### config.mk
export PLATFORM = sky130hd
export DESIGN_NAME = pwm_audio_stream
export DESIGN_NICKNAME = d
export VERILOG_FILES = /design/src/rtl/pwm_audio_stream.sv
export SDC_FILE = /design/constraint.sdc
export NUM_CORES = 1
export LEC_CHECK = 0
export CORE_MARGIN = 3
export CORE_UTILIZATION = 50
export DETAILED_ROUTE_END_ITERATION = 8
export GPL_ROUTABILITY_DRIVEN = 0
export GPL_TIMING_DRIVEN = 0
export PLACE_DENSITY_LB_ADDON = 0.3
export SYNTH_ARGS = -nofsm -noshare
export SYNTH_HDL_FRONTEND = slang
export SYNTH_SLANG_ARGS = --single-unit
### constraint.sdc
create_clock -name clk -period 4.3 [get_ports clk]
set_input_delay 0.86 -clock clk [delete_from_list [all_inputs] [get_ports clk]]
set_output_delay 0.86 -clock clk [all_outputs]
set_load 0.02 [all_outputs]
### src/rtl/pwm_audio_stream.sv
// Streaming PWM audio output: word FIFO feeding a per-sample PWM generator
// with programmable step rate and explicit mid-scale underrun handling.
module pwm_audio_stream #(
  parameter int unsigned SAMPLE_W         = 8,
  parameter int unsigned SAMPLES_PER_WORD = 4,
  parameter int unsigned FIFO_DEPTH       = 4,
  parameter int unsigned PRESCALE_W       = 8,
  localparam int unsigned DATA_W          = SAMPLE_W * SAMPLES_PER_WORD,
  localparam int unsigned LVL_W           = $clog2(FIFO_DEPTH) + 1
) (
  input  logic                  clk,
  input  logic                  rst,
  input  logic                  aud_en,
  input  logic [PRESCALE_W-1:0] prescale,
  input  logic                  s_valid,
  output logic                  s_ready,
  input  logic [DATA_W-1:0]     s_data,
  output logic                  pwm,
  output logic                  underrun,
  output logic [LVL_W-1:0]      fifo_level,
  output logic                  busy
);

  localparam int unsigned AW    = $clog2(FIFO_DEPTH);
  localparam int unsigned IDX_W = (SAMPLES_PER_WORD > 1) ? $clog2(SAMPLES_PER_WORD) : 1;
  localparam logic [IDX_W-1:0]    IDX_LAST = IDX_W'(SAMPLES_PER_WORD - 1);
  localparam logic [SAMPLE_W-1:0] CNT_MAX  = '1;
  localparam logic [SAMPLE_W-1:0] MID      = SAMPLE_W'(1) << (SAMPLE_W - 1);

  typedef enum logic [1:0] {ST_IDLE, ST_PLAY, ST_STARVE} state_t;

  // ---------------- input FIFO ----------------
  logic [DATA_W-1:0] mem [FIFO_DEPTH];
  logic [AW-1:0]     wr_ptr, rd_ptr;
  logic [LVL_W-1:0]  level_d;
  logic [DATA_W-1:0] head;
  logic              push, pop, fifo_empty;

  assign push       = s_valid && s_ready;
  assign fifo_empty = (fifo_level == '0);
  assign head       = mem[rd_ptr];

  always_comb begin
    level_d = fifo_level;
    if (push && !pop)      level_d = fifo_level + LVL_W'(1);
    else if (!push && pop) level_d = fifo_level - LVL_W'(1);
  end

  always_ff @(posedge clk) begin
    if (push) mem[wr_ptr] <= s_data;
  end

  // s_ready is registered from the next level, so a pop while full does not reopen it early
  always_ff @(posedge clk or posedge rst) begin
    if (rst) begin
      wr_ptr     <= '0;
      rd_ptr     <= '0;
      fifo_level <= '0;
      s_ready    <= 1'b1;
    end else begin
      if (push) wr_ptr <= wr_ptr + AW'(1);
      if (pop)  rd_ptr <= rd_ptr + AW'(1);
      fifo_level <= level_d;
      s_ready    <= (level_d != LVL_W'(FIFO_DEPTH));
    end
  end

  // ---------------- playback FSM ----------------
  state_t                state, state_d;
  logic [PRESCALE_W-1:0] pcnt, pcnt_d;
  logic [SAMPLE_W-1:0]   cnt, cnt_d;
  logic [IDX_W-1:0]      idx, idx_d;
  logic [DATA_W-1:0]     word, word_d;
  logic [SAMPLE_W-1:0]   duty;
  logic                  tick, period_end, pwm_d, underrun_d;

  always_ff @(posedge clk or posedge rst) begin
    if (rst) state <= ST_IDLE;
    else     state <= state_d;
  end

  always_comb begin
    state_d    = state;
    pcnt_d     = pcnt;
    cnt_d      = cnt;
    idx_d      = idx;
    word_d     = word;
    pop        = 1'b0;
    underrun_d = 1'b0;
    tick       = (pcnt >= prescale);
    period_end = tick && (cnt == CNT_MAX);
    duty       = (state == ST_PLAY) ? word[DATA_W-1 -: SAMPLE_W] : MID;
    pwm_d      = (state != ST_IDLE) && aud_en && (cnt < duty);

    if (!aud_en) begin
      state_d = ST_IDLE;
      pcnt_d  = '0;
      cnt_d   = '0;
      idx_d   = '0;
    end else begin
      case (state)
        ST_IDLE: begin
          pcnt_d = '0;
          cnt_d  = '0;
          idx_d  = '0;
          if (!fifo_empty) begin
            pop     = 1'b1;
            word_d  = head;
            state_d = ST_PLAY;
          end
        end
        ST_PLAY: begin
          pcnt_d = tick ? '0 : pcnt + PRESCALE_W'(1);
          cnt_d  = tick ? cnt + SAMPLE_W'(1) : cnt;
          if (period_end) begin
            if (idx == IDX_LAST) begin
              idx_d = '0;
              if (!fifo_empty) begin
                pop    = 1'b1;
                word_d = head;
              end else begin
                state_d    = ST_STARVE;
                underrun_d = 1'b1;
              end
            end else begin
              // current sample always sits in the top bits of word
              idx_d  = idx + IDX_W'(1);
              word_d = word << SAMPLE_W;
            end
          end
        end
        ST_STARVE: begin
          pcnt_d = tick ? '0 : pcnt + PRESCALE_W'(1);
          cnt_d  = tick ? cnt + SAMPLE_W'(1) : cnt;
          if (period_end && !fifo_empty) begin
            pop     = 1'b1;
            word_d  = head;
            idx_d   = '0;
            state_d = ST_PLAY;
          end
        end
        default: state_d = ST_IDLE;
      endcase
    end
  end

  // datapath and registered outputs
  always_ff @(posedge clk or posedge rst) begin
    if (rst) begin
      pcnt     <= '0;
      cnt      <= '0;
      idx      <= '0;
      word     <= '0;
      pwm      <= 1'b0;
      underrun <= 1'b0;
      busy     <= 1'b0;
    end else begin
      pcnt     <= pcnt_d;
      cnt      <= cnt_d;
      idx      <= idx_d;
      word     <= word_d;
      pwm      <= pwm_d;
      underrun <= underrun_d;
      busy     <= (state_d != ST_IDLE);
    end
  end

endmodule
==> results of run 1 <==
critical path, delay by kind of cell:
family,cells,cell delay (ps)
AOI/OAI and AO/OA,4,1370
buffers and inverters,2,490
muxes,1,400
and+or+nand+nor,2,330
adders and majority gates,1,270
metal layers:
metal  share of wire (%)  vias to the layer above
met5                   0                        -
met2                  53                       95
li1                    -                     2189
met4                0.97                        0
met1                  43                     2386
met3                 3.9                       11
final cells by class:
class                      instances  area (µm²)
multi-input combinational        289        2570
inverter                          18        67.6
tap                              216         270
timing repair buffer              50         510
sequential                       191        5420
buffer                            26         111
clock inverter                    14         153
clock buffer                      18         429
fill                            1232        6410
sequential cells by signal, indices dropped and copies added (netlist names), 2 cells and up:
name / flops
cnt: 8
mem: 128
fifo_level: 3
pcnt: 8
word: 32
state: 2
rd_ptr: 2
wr_ptr: 2
idx: 2
cell usage in the layout (no fill, tap or decap), types with 3 or more instances in the layout:
| cell type | n |
|---|---|
| edfxtp_1 | 128 |
| dfrtp_1 | 62 |
| clkdlybuf4s50_1 | 49 |
| mux4_2 | 32 |
| nand2_1 | 30 |
| ha_1 | 29 |
| nor2_1 | 27 |
| a22oi_1 | 24 |
| o2bb2ai_1 | 24 |
| clkbuf_1 | 18 |
| inv_1 | 17 |
| clkbuf_16 | 17 |
| a21oi_1 | 12 |
| nand3_1 | 12 |
| a22o_1 | 11 |
| o21ai_0 | 11 |
| xor2_1 | 9 |
| and3_1 | 5 |
| nor2b_1 | 5 |
| nand2b_1 | 5 |
| buf_2 | 5 |
| xnor2_1 | 5 |
| inv_6 | 5 |
| nor3_1 | 4 |
| and2_1 | 4 |
| and3_2 | 4 |
| nand4_1 | 3 |
| buf_1 | 3 |
power breakdown:
group / leakage, nW / internal (mW) / switching, mW
sequential: 1.99 / 2.45 / 0.190
clock: 0.283 / 0.867 / 0.683
combinational: 1.28 / 0.844 / 1.08
cells in the mapped netlist (2+ instances only):
library cell	n	share of area [%]
nor3_1	4	0.25
ha_1	29	4.4
mux4_2	32	8.8
nand2_1	30	1.4
clkbuf_1	17	0.78
dfrtp_1	62	19
o2bb2ai_1	24	2.6
edfxtp_1	128	47
o21ai_1	2	0.12
buf_1	3	0.14
xor2_1	9	0.97
nand3_1	12	0.74
a21oi_1	12	0.74
xnor2_1	5	0.54
inv_1	18	0.83
and3_1	9	0.69
a21o_1	2	0.18
nand4_1	3	0.23
o31ai_1	2	0.18
or3_1	2	0.15
nor2_1	27	1.2
a22oi_1	24	2.2
buf_2	5	0.31
o21ai_0	11	0.67
nand2b_1	5	0.38
nor2b_1	5	0.38
a22o_1	11	1.2
and2_1	4	0.31
stage by stage:
step,cells,total power [mW],hold slack (ps),worst slack [ps],area (µm²)
floorplan,524,4.02,456,1300,8160
global route,822,6.46,515,802,9530
CTS,822,6.16,494,941,9530
detailed placement,790,4.61,474,493,8950
finish,822,6.11,495,919,9530
global placement,789,4.53,475,591,8920
path summary, 6_finish.rpt:
path / startpoint / end
worst max-delay path: prescale[1] / fifo_level[1]$_DFF_PP0_
worst min-delay path: word[21]$_DFFE_PP0P_ / word[21]$_DFFE_PP0P_
worst max register to register: state[1]$_DFF_PP0_ / pwm$_DFF_PP0_
worst min register to register: word[21]$_DFFE_PP0P_ / word[21]$_DFFE_PP0P_
max in group asynchronous: rst / s_ready$_DFF_PP1_
min in group asynchronous: rst / pcnt[0]$_DFFE_PP0P_
cell families after synthesis:
group                    count (synthesis)  share of synthesized area [%]
buffers and inverters                   44                           2.19
XOR/XNOR                                14                           1.50
AO/OA/AOI/OAI                          106                           10.1
flip-flops                             191                           66.4
AND/OR/NAND/NOR                        106                           6.29
multiplexers                            34                           9.09
adder cells (fa/ha/maj)                 29                           4.45
==> flow_summary.yaml, run 1 <==
grt:
  grt_usage_pct: 18.3
  gr-usage-met1_pct: 23.8
  top_usage_layer: "met2"
  use_met2_pct: 31.6
  antenna_found_initial: 0
  grt.overflow.total: 0
  grt_pass1_wl_um: 25600
  grt_pass1_vias: 4898
  use_met3_pct: 4.23
  grt_start_max_net_pins: 44
place:
  post-dp-hpwl_um: 10200
  port_buffers: 49
die:
  coreArea_mm2: 0.0159
  io_pins: 51
  initial_core_util_pct: 51.2
  fp.dieW_um: 134
  dieArea_mm2: 0.0179
  die_y_um: 134
  rows: 46
detailed_routing:
  route.detailed.drc: 0
  dr.pass1.iters: 5
  viasPerCell: 5.69
  wl_per_cell_um: 18.6
  drt_iter0_markers: 275
  postRouteAntennaNets: 0
  vias: 4681
  routed_wl_um: 15300
sta:
  max_slew.worst_pin.slew_ps: 901
  hold_violations: 0
  min_period_over_period_pct: 78.6
  worst_clock_skew_ps: 9.11
  fin_setup_tns_ps: 0
  rsz0062_at_grt: "false"
  min_period_ps: 3380
  slew_headroom_pct: 39.9
  drv_slew: 0
  setup_viol: 0
  fmax_mhz: 296
critical_path:
  end_kind: "flop"
  criticalPathCategory: "in -> reg"
  slowest_stage: "a311o_2"
  critPathMaxFanout: 8
  crit_arrival_ps: 3730
  worstPathRequired_ps: 4650
  worst_r2r_path_depth: 12
  path_cells: "clkdlybuf4s50_1 -> inv_1 -> ha_1 -> nor2b_1 -> o211ai_1 -> a311o_2 -> a21oi_1 -> o2bb2ai_2 -> mux2_2 -> nor3_1"
  cp-start-kind: "input port"
  rrSetupSlack_ps: 1240
  critical-path-max-stage-delay_ps: 480
power:
  peakVddDrop_mv: 0.387
  power.density_mw_per_mm2: 641
  power.static_leakage_nw: 3.55
synthesis:
  ys_ff_latch: 191
  synthArstFlopShare_pct: 33.0
  synth_edf_count: 128
  ys.flop_type: "edfxtp_1"
  seq_area_frac_synth_pct: 66.4
  syn_area_per_cell_um2: 15.6
  synth_nets: 597
  ys_warn_count: 0
  synthDistinctLibCells: 55
  syn_inst: 524
  syn_area_mm2: 0.00816
layout:
  post-route-util_pct: 59.8
  n_antenna_cell: 0
  syn2layout_area_growth_pct: 16.8
  layout.nets: 666
  drive_gt1_share_pct: 13.5
cts:
  path_clk_slew_ps: 70
  cts_setup_buffers: 0
  cts_buffer_depth: 2
  cts_tree: "built"
  cts.repair.resized: 0
  htreeDepth: 4
  cts-root-buf: "clkbuf_16"
  cts_hold_buffers: 0
  cts.sinks: 191
  cts_buffers: 17
  clock_latency_ps: 430
worst_hold_path:
  hold_class: "reg -> reg"
  hold_depth: 1
job:
  cap_violations: 0
outcome:
  run_status: "complete, no violations"
(Power assumes the default switching activity.)
==> run 2, diff against run 1 <==
- clock period: 4.3 -> 2.8 ns (I/O delays scaled with it)
==> flow_summary.yaml, run 2 (synthesis gave the netlist of run 1 again) <==
outcome:
  run_status: "complete, no violations"
cts:
  cts_buffer_depth: 2
  clock_latency_ps: 440
  cts_hold_buffers: 0
  cts.sinks: 191
  cts-root-buf: "clkbuf_16"
  htreeDepth: 4
  cts_buffers: 17
  path_clk_slew_ps: 70
  cts_tree: "built"
die:
  initial_core_util_pct: 51.2
  coreArea_mm2: 0.0159
  die_y_um: 134
  fp.dieW_um: 134
  dieArea_mm2: 0.0179
  io_pins: 51
  rows: 46
power:
  p_sw_mw: 3.04
  intPower_mw: 6.46
  power_frac_seq_pct: 42.6
  peakVddDrop_mv: 0.611
  clkPwrFrac_pct: 25.1
  power.static_leakage_nw: 3.61
  combPwrFrac_pct: 32.2
  finalPower_mw: 9.50
  power.density_mw_per_mm2: 982
  switching_share_pct: 32.0
critical_path:
  critPathMaxFanout: 5
  worstPathRequired_ps: 3160
  cp-start-kind: "input port"
  end_kind: "flop"
  criticalPathCategory: "in -> reg"
  crit_arrival_ps: 3090
sta:
  hold_ws_ps: 474
  max_slew.worst_pin.slew_ps: 895
  hold_violations: 0
  worst_clock_skew_ps: 15.6
  setup_viol: 0
  min_period_over_period_pct: 97.6
  slew_headroom_pct: 40.4
  min_period_ps: 2730
  fmax_mhz: 366
  drv_slew: 0
  rsz0062_at_grt: "false"
  fin_setup_tns_ps: 0
  fin_ws_ps: 66.1
place:
  dp_cells: 790
  post-dp-hpwl_um: 10200
  dp_slack_ps: -707
  dpl_cell_area_mm2: 0.00895
  port_buffers: 49
layout:
  top_regs: "mem (128), word (32)"
  largest_register_ffs: 128
  layout.nets: 670
  layout_commonest_cell: "edfxtp_1"
  layout_common_cells: "edfxtp_1, dfrtp_1, clkdlybuf4s50_1, mux4_2, nand2_1"
  top_register: "mem"
  instances_no_fill: 826
  syn2layout_area_growth_pct: 18.5
  n_antenna_cell: 0
  post-route-util_pct: 60.7
  drive_gt1_share_pct: 16.6
  stdcell_area_mm2: 0.00967
grt:
  grt_usage_pct: 18.4
  grt_pass1_wl_um: 25700
  grt.overflow.total: 0
  antenna_found_initial: 0
  grt_pass1_vias: 4933
  grt_start_max_net_pins: 44
detailed_routing:
  viasPerCell: 5.67
  vias: 4686
  route.detailed.drc: 0
  wl_per_cell_um: 18.9
  routed_wl_um: 15600
  drt_iter0_markers: 314
  dr.pass1.iters: 5
  postRouteAntennaNets: 0
worst_hold_path:
  hold_class: "in -> async"
job:
  cap_violations: 0
[run 2: cell types whose count changed in the layout (fill, tap and decap cells not counted), sizes merged]
| cell | change |
|---|---|
| dlymetal6s2s | +2 |
| clkdlybuf4s50 | -2 |
| buf | +4 |
[run 2: worst paths after layout]
path                                       from                 endpoint  slack [ps]  cells after the start
max reg2reg                 pcnt[1]$_DFFE_PP0P_       idx[0]$_DFFE_PP0P_         100                      8
min                                         rst  fifo_level[2]$_DFF_PP0_         470                      2
min in group clk           word[21]$_DFFE_PP0P_     word[21]$_DFFE_PP0P_         500                      1
max                                 prescale[0]       idx[0]$_DFFE_PP0P_          70                      9
max in group asynchronous                   rst        s_ready$_DFF_PP1_        1700                      3
min reg2reg                word[21]$_DFFE_PP0P_     word[21]$_DFFE_PP0P_         500                      1
[run 2: area by class of cell]
class	instances	area (µm²)
fillers	1210	6270
clock buffers	18	429
repair buffers	55	554
multi-input cells	289	2660
well taps	216	270
flip-flops and latches	191	5420
inverters	18	67.6
plain buffers	25	119
clock inverters	14	153
[run 2: critical path: stages]
cell and delay [ps]:
clkdlybuf4s50_1 410, ha_1 280, and3_1 140, o21ai_1 60, a311o_2 460, a221oi_4 430
nor2_4 70, or4b_4 520, a21oi_2 140
[run 2: what timing repair did]
action                     CTS  global route
pin swaps                    3             4
setup buffers                3             1
gates cloned                 0             1
gates resized for setup      5            25
setup endpoints to repair   35            32
[run 2: layer usage]
layer	up-vias	GRT usage, %	share of wire (%)
met5	-	0	0
met4	0	4.57	1.1
met3	7	4.27	4.8
met2	101	31.7	52
met1	2390	23.8	42
li1	2188	-	-
[run 2: power by group through the flow]
stage / logic (mW) / registers (mW) / clock network [mW]
2_1_floorplan: 2.13 / 4.04 / 0
3_3_place_gp: 2.88 / 4.08 / 0
3_5_place_dp: 2.97 / 4.10 / 0
4_1_cts: 3.03 / 4.05 / 2.41
5_1_grt: 3.38 / 4.11 / 2.55
6_report: 3.06 / 4.05 / 2.39
